$ cat src/rtl/osc_burst_ctrl.sv
// Burst sequencer for a free-running ring oscillator: drives its enable E,
// counts synchronized F edges per burst, spaces bursts with gaps, and flags stalls.
module osc_burst_ctrl #(
  parameter int CNT_W       = 8,
  parameter int TO_W        = 12,
  parameter int SYNC_STAGES = 2
) (
  input  logic             clk,
  input  logic             rst_n,
  input  logic             start,
  input  logic             abort,
  input  logic [CNT_W-1:0] pulses,
  input  logic [CNT_W-1:0] bursts,
  input  logic [CNT_W-1:0] gap,
  input  logic [TO_W-1:0]  timeout,
  input  logic             F,
  output logic             E,
  output logic             busy,
  output logic             done,
  output logic             err,
  output logic [CNT_W-1:0] edge_cnt,
  output logic [CNT_W-1:0] burst_idx
);

  typedef enum logic [1:0] {S_IDLE, S_RUN, S_GAP, S_ERR} state_t;

  localparam logic [CNT_W-1:0] CNT_ONE = CNT_W'(1);
  localparam logic [TO_W-1:0]  TO_ONE  = TO_W'(1);

  state_t r_state;
  state_t w_nextState;

  logic [SYNC_STAGES-1:0] r_sync;
  logic                   r_fPrev;
  logic                   w_edge;

  logic [CNT_W-1:0] r_pulses;
  logic [CNT_W-1:0] r_bursts;
  logic [CNT_W-1:0] r_gap;
  logic [TO_W-1:0]  r_timeout;

  logic [CNT_W-1:0] r_edgeCnt;
  logic [CNT_W-1:0] w_edgeCnt;
  logic [CNT_W-1:0] r_burstIdx;
  logic [CNT_W-1:0] w_burstIdx;
  logic [CNT_W-1:0] r_gapCnt;
  logic [CNT_W-1:0] w_gapCnt;
  logic [CNT_W-1:0] w_gapLast;
  logic [TO_W-1:0]  r_toCnt;
  logic [TO_W-1:0]  w_toCnt;

  logic w_load;
  logic w_done;

  logic r_e;
  logic r_busy;
  logic r_done;
  logic r_err;

  // F is asynchronous to clk; only the last synchronizer stage feeds the edge detector.
  always_ff @(posedge clk or negedge rst_n) begin
    if (!rst_n) begin
      r_sync  <= '0;
      r_fPrev <= 1'b0;
    end else begin
      r_sync  <= {r_sync[SYNC_STAGES-2:0], F};
      r_fPrev <= r_sync[SYNC_STAGES-1];
    end
  end

  assign w_edge = r_sync[SYNC_STAGES-1] & ~r_fPrev;

  // A zero gap still spends one cycle with E low between bursts.
  assign w_gapLast = (r_gap == '0) ? '0 : (r_gap - CNT_ONE);

  always_comb begin
    w_nextState = r_state;
    w_edgeCnt   = r_edgeCnt;
    w_burstIdx  = r_burstIdx;
    w_toCnt     = r_toCnt;
    w_gapCnt    = r_gapCnt;
    w_load      = 1'b0;
    w_done      = 1'b0;

    if (abort) begin
      w_nextState = S_IDLE;
      w_edgeCnt   = '0;
      w_burstIdx  = '0;
      w_toCnt     = '0;
      w_gapCnt    = '0;
    end else begin
      case (r_state)
        S_IDLE, S_ERR: begin
          if (start) begin
            w_load     = 1'b1;
            w_edgeCnt  = '0;
            w_burstIdx = '0;
            w_toCnt    = '0;
            w_gapCnt   = '0;
            if ((pulses == '0) || (bursts == '0)) begin
              w_nextState = S_IDLE;
              w_done      = 1'b1;
            end else begin
              w_nextState = S_RUN;
            end
          end
        end
        S_RUN: begin
          // Completion is checked before edges so edge_cnt can never pass pulses.
          if (r_edgeCnt == r_pulses) begin
            if (r_burstIdx == (r_bursts - CNT_ONE)) begin
              w_nextState = S_IDLE;
              w_done      = 1'b1;
            end else begin
              w_nextState = S_GAP;
              w_gapCnt    = '0;
            end
          end else if (w_edge) begin
            w_edgeCnt = r_edgeCnt + CNT_ONE;
            w_toCnt   = '0;
          end else if (r_toCnt == r_timeout) begin
            if (r_timeout != '0) begin
              w_nextState = S_ERR;
            end
          end else begin
            w_toCnt = r_toCnt + TO_ONE;
          end
        end
        S_GAP: begin
          if (r_gapCnt == w_gapLast) begin
            w_nextState = S_RUN;
            w_burstIdx  = r_burstIdx + CNT_ONE;
            w_edgeCnt   = '0;
            w_toCnt     = '0;
          end else begin
            w_gapCnt = r_gapCnt + CNT_ONE;
          end
        end
        default: begin
          w_nextState = S_IDLE;
        end
      endcase
    end
  end

  always_ff @(posedge clk or negedge rst_n) begin
    if (!rst_n) begin
      r_state    <= S_IDLE;
      r_edgeCnt  <= '0;
      r_burstIdx <= '0;
      r_toCnt    <= '0;
      r_gapCnt   <= '0;
    end else begin
      r_state    <= w_nextState;
      r_edgeCnt  <= w_edgeCnt;
      r_burstIdx <= w_burstIdx;
      r_toCnt    <= w_toCnt;
      r_gapCnt   <= w_gapCnt;
    end
  end

  // Configuration is captured only when a start is actually accepted.
  always_ff @(posedge clk or negedge rst_n) begin
    if (!rst_n) begin
      r_pulses  <= '0;
      r_bursts  <= '0;
      r_gap     <= '0;
      r_timeout <= '0;
    end else if (w_load) begin
      r_pulses  <= pulses;
      r_bursts  <= bursts;
      r_gap     <= gap;
      r_timeout <= timeout;
    end
  end

  always_ff @(posedge clk or negedge rst_n) begin
    if (!rst_n) begin
      r_e    <= 1'b0;
      r_busy <= 1'b0;
      r_done <= 1'b0;
      r_err  <= 1'b0;
    end else begin
      r_e    <= (w_nextState == S_RUN);
      r_busy <= (w_nextState == S_RUN) || (w_nextState == S_GAP);
      r_done <= w_done;
      r_err  <= (w_nextState == S_ERR);
    end
  end

  assign E         = r_e;
  assign busy      = r_busy;
  assign done      = r_done;
  assign err       = r_err;
  assign edge_cnt  = r_edgeCnt;
  assign burst_idx = r_burstIdx;

endmodule
$ cat config.mk
export PLATFORM = sky130hd
export DESIGN_NAME = osc_burst_ctrl
export DESIGN_NICKNAME = d
export VERILOG_FILES = /design/src/rtl/osc_burst_ctrl.sv
export SDC_FILE = /design/constraint.sdc
export NUM_CORES = 1
export LEC_CHECK = 0
export ABC_CLOCK_PERIOD_IN_PS = 7000
export CAP_MARGIN = 15
export CELL_PAD_IN_SITES_DETAIL_PLACEMENT = 1
export CELL_PAD_IN_SITES_GLOBAL_PLACEMENT = 2
export CORE_MARGIN = 3
export CORE_UTILIZATION = 39
export CTS_CLUSTER_DIAMETER = 80
export DETAILED_ROUTE_END_ITERATION = 8
export PLACE_DENSITY_LB_ADDON = 0.1
export SYNTH_ARGS = -nofsm -noshare
export SYNTH_HDL_FRONTEND = slang
export SYNTH_SLANG_ARGS = --single-unit
$ cat constraint.sdc
create_clock -name clk -period 7 [get_ports clk]
set_input_delay 0.7 -clock clk [delete_from_list [all_inputs] [get_ports clk]]
set_output_delay 0.7 -clock clk [all_outputs]
set_load 0.02 [all_outputs]
# --- Yosys cells after proc, flatten, opt, wreduce, memory -nomap -nowiden ---
# Index checks and enable logic that the tools add are counted.
word_totals:
  register_bits: 81
  latchBits: 0
  ramBits: 0
  romBits: 0
  in_bits: 41
  output_inout_bits: 20
  wordCells: 95
  memories: 0
op_classes:
  n_addsub: 6
  multipliers: 0
  div_mod_pow: 0
  order_cmp: 0
  n_eq_ne: 18
  shifts: 0
  mux: 41
  bitwise_logic: 2
  reduce_logical: 13
ops:
  columns: ["op", "n"]
  rows:
  - ["8-bit two-way mux", 12]
  - ["12-bit two-way mux", 6]
  - ["8-bit case mux with 3 select lines", 2]
  - ["12-bit case mux with 3 select lines", 1]
  - ["8-bit by 1-bit adder with 8-bit output, second input constant", 3]
  - ["8-bit equality test", 3]
  - ["8-bit logical NOT", 3]
  - ["3-bit != test, second input constant", 7]
  - ["2-bit two-way mux", 8]
  - ["8-bit case mux with 2 select lines", 1]
  - ["8-bit by 1-bit subtractor with 8-bit output, second input constant", 2]
  - ["12-bit by 1-bit adder with 12-bit output, second input constant", 1]
  - ["12-bit equality test", 1]
  - ["4-bit AND reduction", 3]
  - ["12-bit nonzero test", 1]
  - ["1-bit two-way mux", 9]
  - ["2-bit equality test, second input constant", 4]
  - ["2-bit case mux with 3 select lines", 1]
  - ["2-bit by 1-bit equality test with 1-bit output, second input constant", 2]
  - ["4-bit != test, second input constant", 1]
  - ["3-bit AND reduction", 1]
  - ["3-bit nonzero test", 1]
  - ["2-bit logical NOT", 1]
  - ["1-bit logical OR", 2]
  - ["4 further kinds", 4]

# --- Logic depth before layout (Yosys ltp) ---
logic_depth:
  ltp_word: 9
  mapped_depth: 13
  depth_no_buf: 11

# --- Worst setup path before layout ---
# Ideal clock, no wire load.
synth_path:
  kind: "register to register"
  from: "register r_gap[0]"
  to: "register r_busy, in the netlist busy"
  setup_time_ns: 0.063
  arrival_ns: 3.195
  required_ns: 6.937
  slack_ns: 3.742
  stages_incl_launch_ff: 14
  n_path_buf: 2
  synth_period_minus_slack_ns: 3.258
  path_cell_list: "dfrtp_1 clkbuf_1 inv_1 ha_1 or3b_1 a22o_1 o32a_1 or4_4 nor3_4 buf_4 o21ai_1 a221oi_1 ha_1 inv_1"
synth_via:
  elab_chain_len: 8
  word_cells_on_any_way: 10
  classes_between: "add/sub (1); eq/ne (3); mux (4); reduce/logical (2)"
synth_lines:
  columns: ["item", "line_no", "text"]
  rows:
  - ["from (decl)", "39", "logic [CNT_W-1:0] r_gap;"]
  - ["from (signal assigned)", "172", "r_gap <= gap;"]
  - ["8-bit by 1-bit subtractor with 8-bit output or 8-bit logical NOT (tied branches)", "74", "assign w_gapLast = (r_gap == '0) ? '0 : (r_gap - CNT_ONE);"]
  - ["8-bit two-way mux (*)", "74", null]
  - ["8-bit equality test (*)", "130", "if (r_gapCnt == w_gapLast) begin"]
  - ["2-bit two-way mux (*)", "130", null]
  - ["2-bit case mux with 3 select lines (*)", "92", "case (r_state)"]
  - ["2-bit two-way mux (*)", "85", "if (abort) begin"]
  - ["named net w_nextState[0]", "31", "state_t w_nextState;"]
  - ["2-bit by 1-bit equality test with 1-bit output or 2-bit equality test (tied branches)", "185", "r_busy <= (w_nextState == S_RUN) || (w_nextState == S_GAP);"]
  - ["1-bit logical OR (*)", "185", null]
  - ["to (signal assigned)", "185", null]
  - ["to (decl)", "56", "logic r_busy;"]
# Mark *: on every way through the listed nets, which the timed path passes. The rest lies on a longest branch.
# A chain may end at the register's enable or synchronous reset.

# --- Final worst setup path ---
# Ends and elaborated chain as after synthesis.

==> out/metrics.json <==
{
  "status": "completed",
  "clock_tree_from_tritoncts": "built",
  "totalNegativeSetupSlack_ns": 0,
  "critical_path_buf_inv_count": 2,
  "ys_ff_latch": 81,
  "area_delta_synth_final_pct": 20.2,
  "multi_input_area_mm2": 0.00276,
  "diodes": 0,
  "floorplan.rows": 40,
  "ys.warnings.count": 0,
  "synth_area_mm2": 0.00498,
  "cell_chain_of_the_critical_path": "inv_1, ha_1, or3b_1, a22o_1, o32a_1, or4_4, nor3_4, o21ai_1, a221oi_1, ha_1, inv_1",
  "yosys_most_used_dff": "sky130_fd_sc_hd__dfrtp_1",
  "final_min_period_over_clock_period_pct": 53.2,
  "fillerInstances": 1370,
  "cts_bufs_inserted": 9,
  "postPlaceCellArea_mm2": 0.00571,
  "clkSinkCount": 81,
  "grt_antenna_before_repair": 0,
  "crit_arrival_ns": 4.01,
  "critical-path-top-delay-family": "simple AND/OR/NAND/NOR gates",
  "clkLatencyLatePin_ns": 0.34,
  "synth-seq-area-share_pct": 40.7,
  "setup.worst_path.class": "flop to flop",
  "grt_start_max_net_pins": 56,
  "timing.final.hold_violations": 0,
  "ios": 61,
  "peakVddDrop_v": 0.000119,
  "timing.critical_path.slowest_stage_cell": "sky130_fd_sc_hd__nor3_4",
  "grt_first_pass_wirelength_um": 23100,
  "cp_slowest_stage_delay_ns": 0.50,
  "post-route-cell-area_mm2": 0.00599,
  "critical_path_capture_point_type": "flop",
  "rsz0062_at_grt": "false",
  "fin_hold_ws_ns": 0.283,
  "wire_per_inst_um": 20.0,
  "powerDensity_mw_per_mm2": 231,
  "fin_util_pct": 48.8,
  "final_common_cell": "sky130_fd_sc_hd__dfrtp_1",
  "drtIter0Drc": 277,
  "avgSynthCellArea_um2": 10.1,
  "longest_clk_path_bufs": 2,
  "detail_route.wirelength_um": 14400,
  "setup_viol": 0,
  "cts.clk_slew.worst_paths_ns": 0.06,
  "dpl.hpwl_um": 10500,
  "final.setup_skew_ns": 0.00696,
  "die_h_um": 119,
  "detail_route.vias_per_cell": 5.92,
  "hold_path_class": "input port to asynchronous set/reset pin",
  "die-area_mm2": 0.0142,
  "ctsResizeCount": 0,
  "timing_worst_slew_pin_value_ns": 0.973,
  "final_cells": 717,
  "cp_data_required_time_ns": 7.28,
  "post-cts-setup-buffer-count": 0,
  "routed-via-count": 4246,
  "die-width_um": 119,
  "leakagePower_nw": 2.41,
  "coreArea_mm2": 0.0123,
  "most-common-layout-cells": "sky130_fd_sc_hd__dfrtp_1 (81), sky130_fd_sc_hd__clkdlybuf4s50_1 (59), sky130_fd_sc_hd__mux2_2 (36), sky130_fd_sc_hd__o21ai_0 (32), sky130_fd_sc_hd__inv_1 (25)",
  "slew_viol_final": 0,
  "async_flop_share_pct": 100,
  "synth-edff-count": 0,
  "io_buffers": 60,
  "startpoint_type": "flop",
  "cell_total_after_placement": 704,
  "fmaxAchievable_ghz": 0.269,
  "yosys.cell_types.count": 75,
  "cts.htree.levels": 3,
  "drt_drc_violations_left": 0,
  "grt_overflow": 0,
  "initial_core_util_pct": 40.6,
  "globalRouteTotalUtil_pct": 20.4,
  "antenna_violating_nets_post_route": 0,
  "firstDrtPassIters": 5,
  "drive_gt1_share_pct": 12.6,
  "final-seq-area_mm2": 0.00203,
  "globalplace.congestion": 0.800,
  "holdBufCountCts": 0,
  "fin_crit_ns": 3.72,
  "cts_root_buffer": "sky130_fd_sc_hd__clkbuf_16",
  "slew_headroom_pct": 34.7,
  "max_cap_viol_count": 0,
  "worstPathMaxFanout": 13,
  "first_global_vias": 4416,
  "num-nets-final": 599,
  "synthesized_netlist_cell_count": 494,
  "synthesis.nets": 545
}
[power by group]
part	switching, mW	leakage (nW)	internal (mW)
Clock	0.185	0.133	0.278
Combinational	0.171	1.24	0.155
Sequential	0.0731	1.04	0.522
[cell families after synthesis]
kind of cell,share of synthesized area [%]
XOR/XNOR,6.88
multiplexers,8.54
flip-flops,40.7
buffers and inverters,3.82
AO/OA/AOI/OAI,20.7
adder cells (fa/ha/maj),2.51
AND/OR/NAND/NOR,16.9
[area by class of cell]
| type | count | area share, % |
|---|---|---|
| Multi-Input combinational cell | 368 | 46.1 |
| Sequential cell | 81 | 33.9 |
| Timing Repair Buffer | 63 | 10.4 |
| Clock buffer | 11 | 4.05 |
| Tap cell | 168 | 3.51 |
| Inverter | 25 | 1.57 |
| Clock inverter | 1 | 0.502 |
[sequential cells by signal, summed over array words and instances, names as in the netlist]
register,cells
r_timeout,12
r_toCnt,12
burst_idx,8
edge_cnt,8
r_bursts,8
r_gapCnt,8
r_gap,8
r_pulses,8
r_state,2
r_sync,2
E,1
busy,1
done,1
err,1
r_fPrev,1
[routing by layer]
metal / vias to the layer above / track usage [%] / part of all wire (%)
li1: 2000 / - / -
met1: 2173 / 27.4 / 47
met2: 59 / 33.8 / 50
met3: 14 / 4.32 / 2.6
met4: 0 / 5.00 / 1.0
met5: - / 0 / 0
[path summary, 6_finish.rpt]
kind | to | cells past startpoint | startpoint | slack (ns)
worst max-delay path | busy$_DFF_PN0_ | 11 | r_gap[0]$_DFFE_PN0P_ | 3.28
worst min-delay path | r_gapCnt[7]$_DFFE_PN0P_ | 1 | rst_n | 0.28
worst max register to register | busy$_DFF_PN0_ | 11 | r_gap[0]$_DFFE_PN0P_ | 3.28
worst min register to register | r_sync[1]$_DFF_PN0_ | 0 | r_sync[0]$_DFF_PN0_ | 0.35
max in group asynchronous | r_pulses[4]$_DFFE_PN0P_ | 2 | rst_n | 5.67
min in group clk | r_sync[1]$_DFF_PN0_ | 0 | r_sync[0]$_DFF_PN0_ | 0.35
[per-stage QoR]
stage / power (mW) / worst slack, ns
6_report: 1.38 / 3.28
5_1_grt: 1.45 / 3.04
4_1_cts: 1.40 / 3.31
2_1_floorplan: 0.825 / 3.74
3_3_place_gp: 0.913 / 3.53
3_5_place_dp: 0.929 / 3.33
[synthesized netlist by cell type, types with 11 or more instances]
cell type / n / area, um2
sky130_fd_sc_hd__dfrtp_1: 81 / 2030
sky130_fd_sc_hd__mux2_2: 36 / 405
sky130_fd_sc_hd__o21ai_0: 32 / 160
sky130_fd_sc_hd__inv_1: 25 / 93.8
sky130_fd_sc_hd__xor2_1: 23 / 201
sky130_fd_sc_hd__nand2_1: 20 / 75.1
sky130_fd_sc_hd__nand3_1: 20 / 100
sky130_fd_sc_hd__o31ai_1: 20 / 150
sky130_fd_sc_hd__nor2_1: 17 / 63.8
sky130_fd_sc_hd__clkbuf_1: 15 / 56.3
sky130_fd_sc_hd__nor4_1: 14 / 87.6
sky130_fd_sc_hd__a21oi_1: 13 / 65.1
sky130_fd_sc_hd__a31oi_1: 12 / 75.1
sky130_fd_sc_hd__and3_1: 11 / 68.8
sky130_fd_sc_hd__xnor2_1: 11 / 96.3
Power figures use the tool's default switching activity.
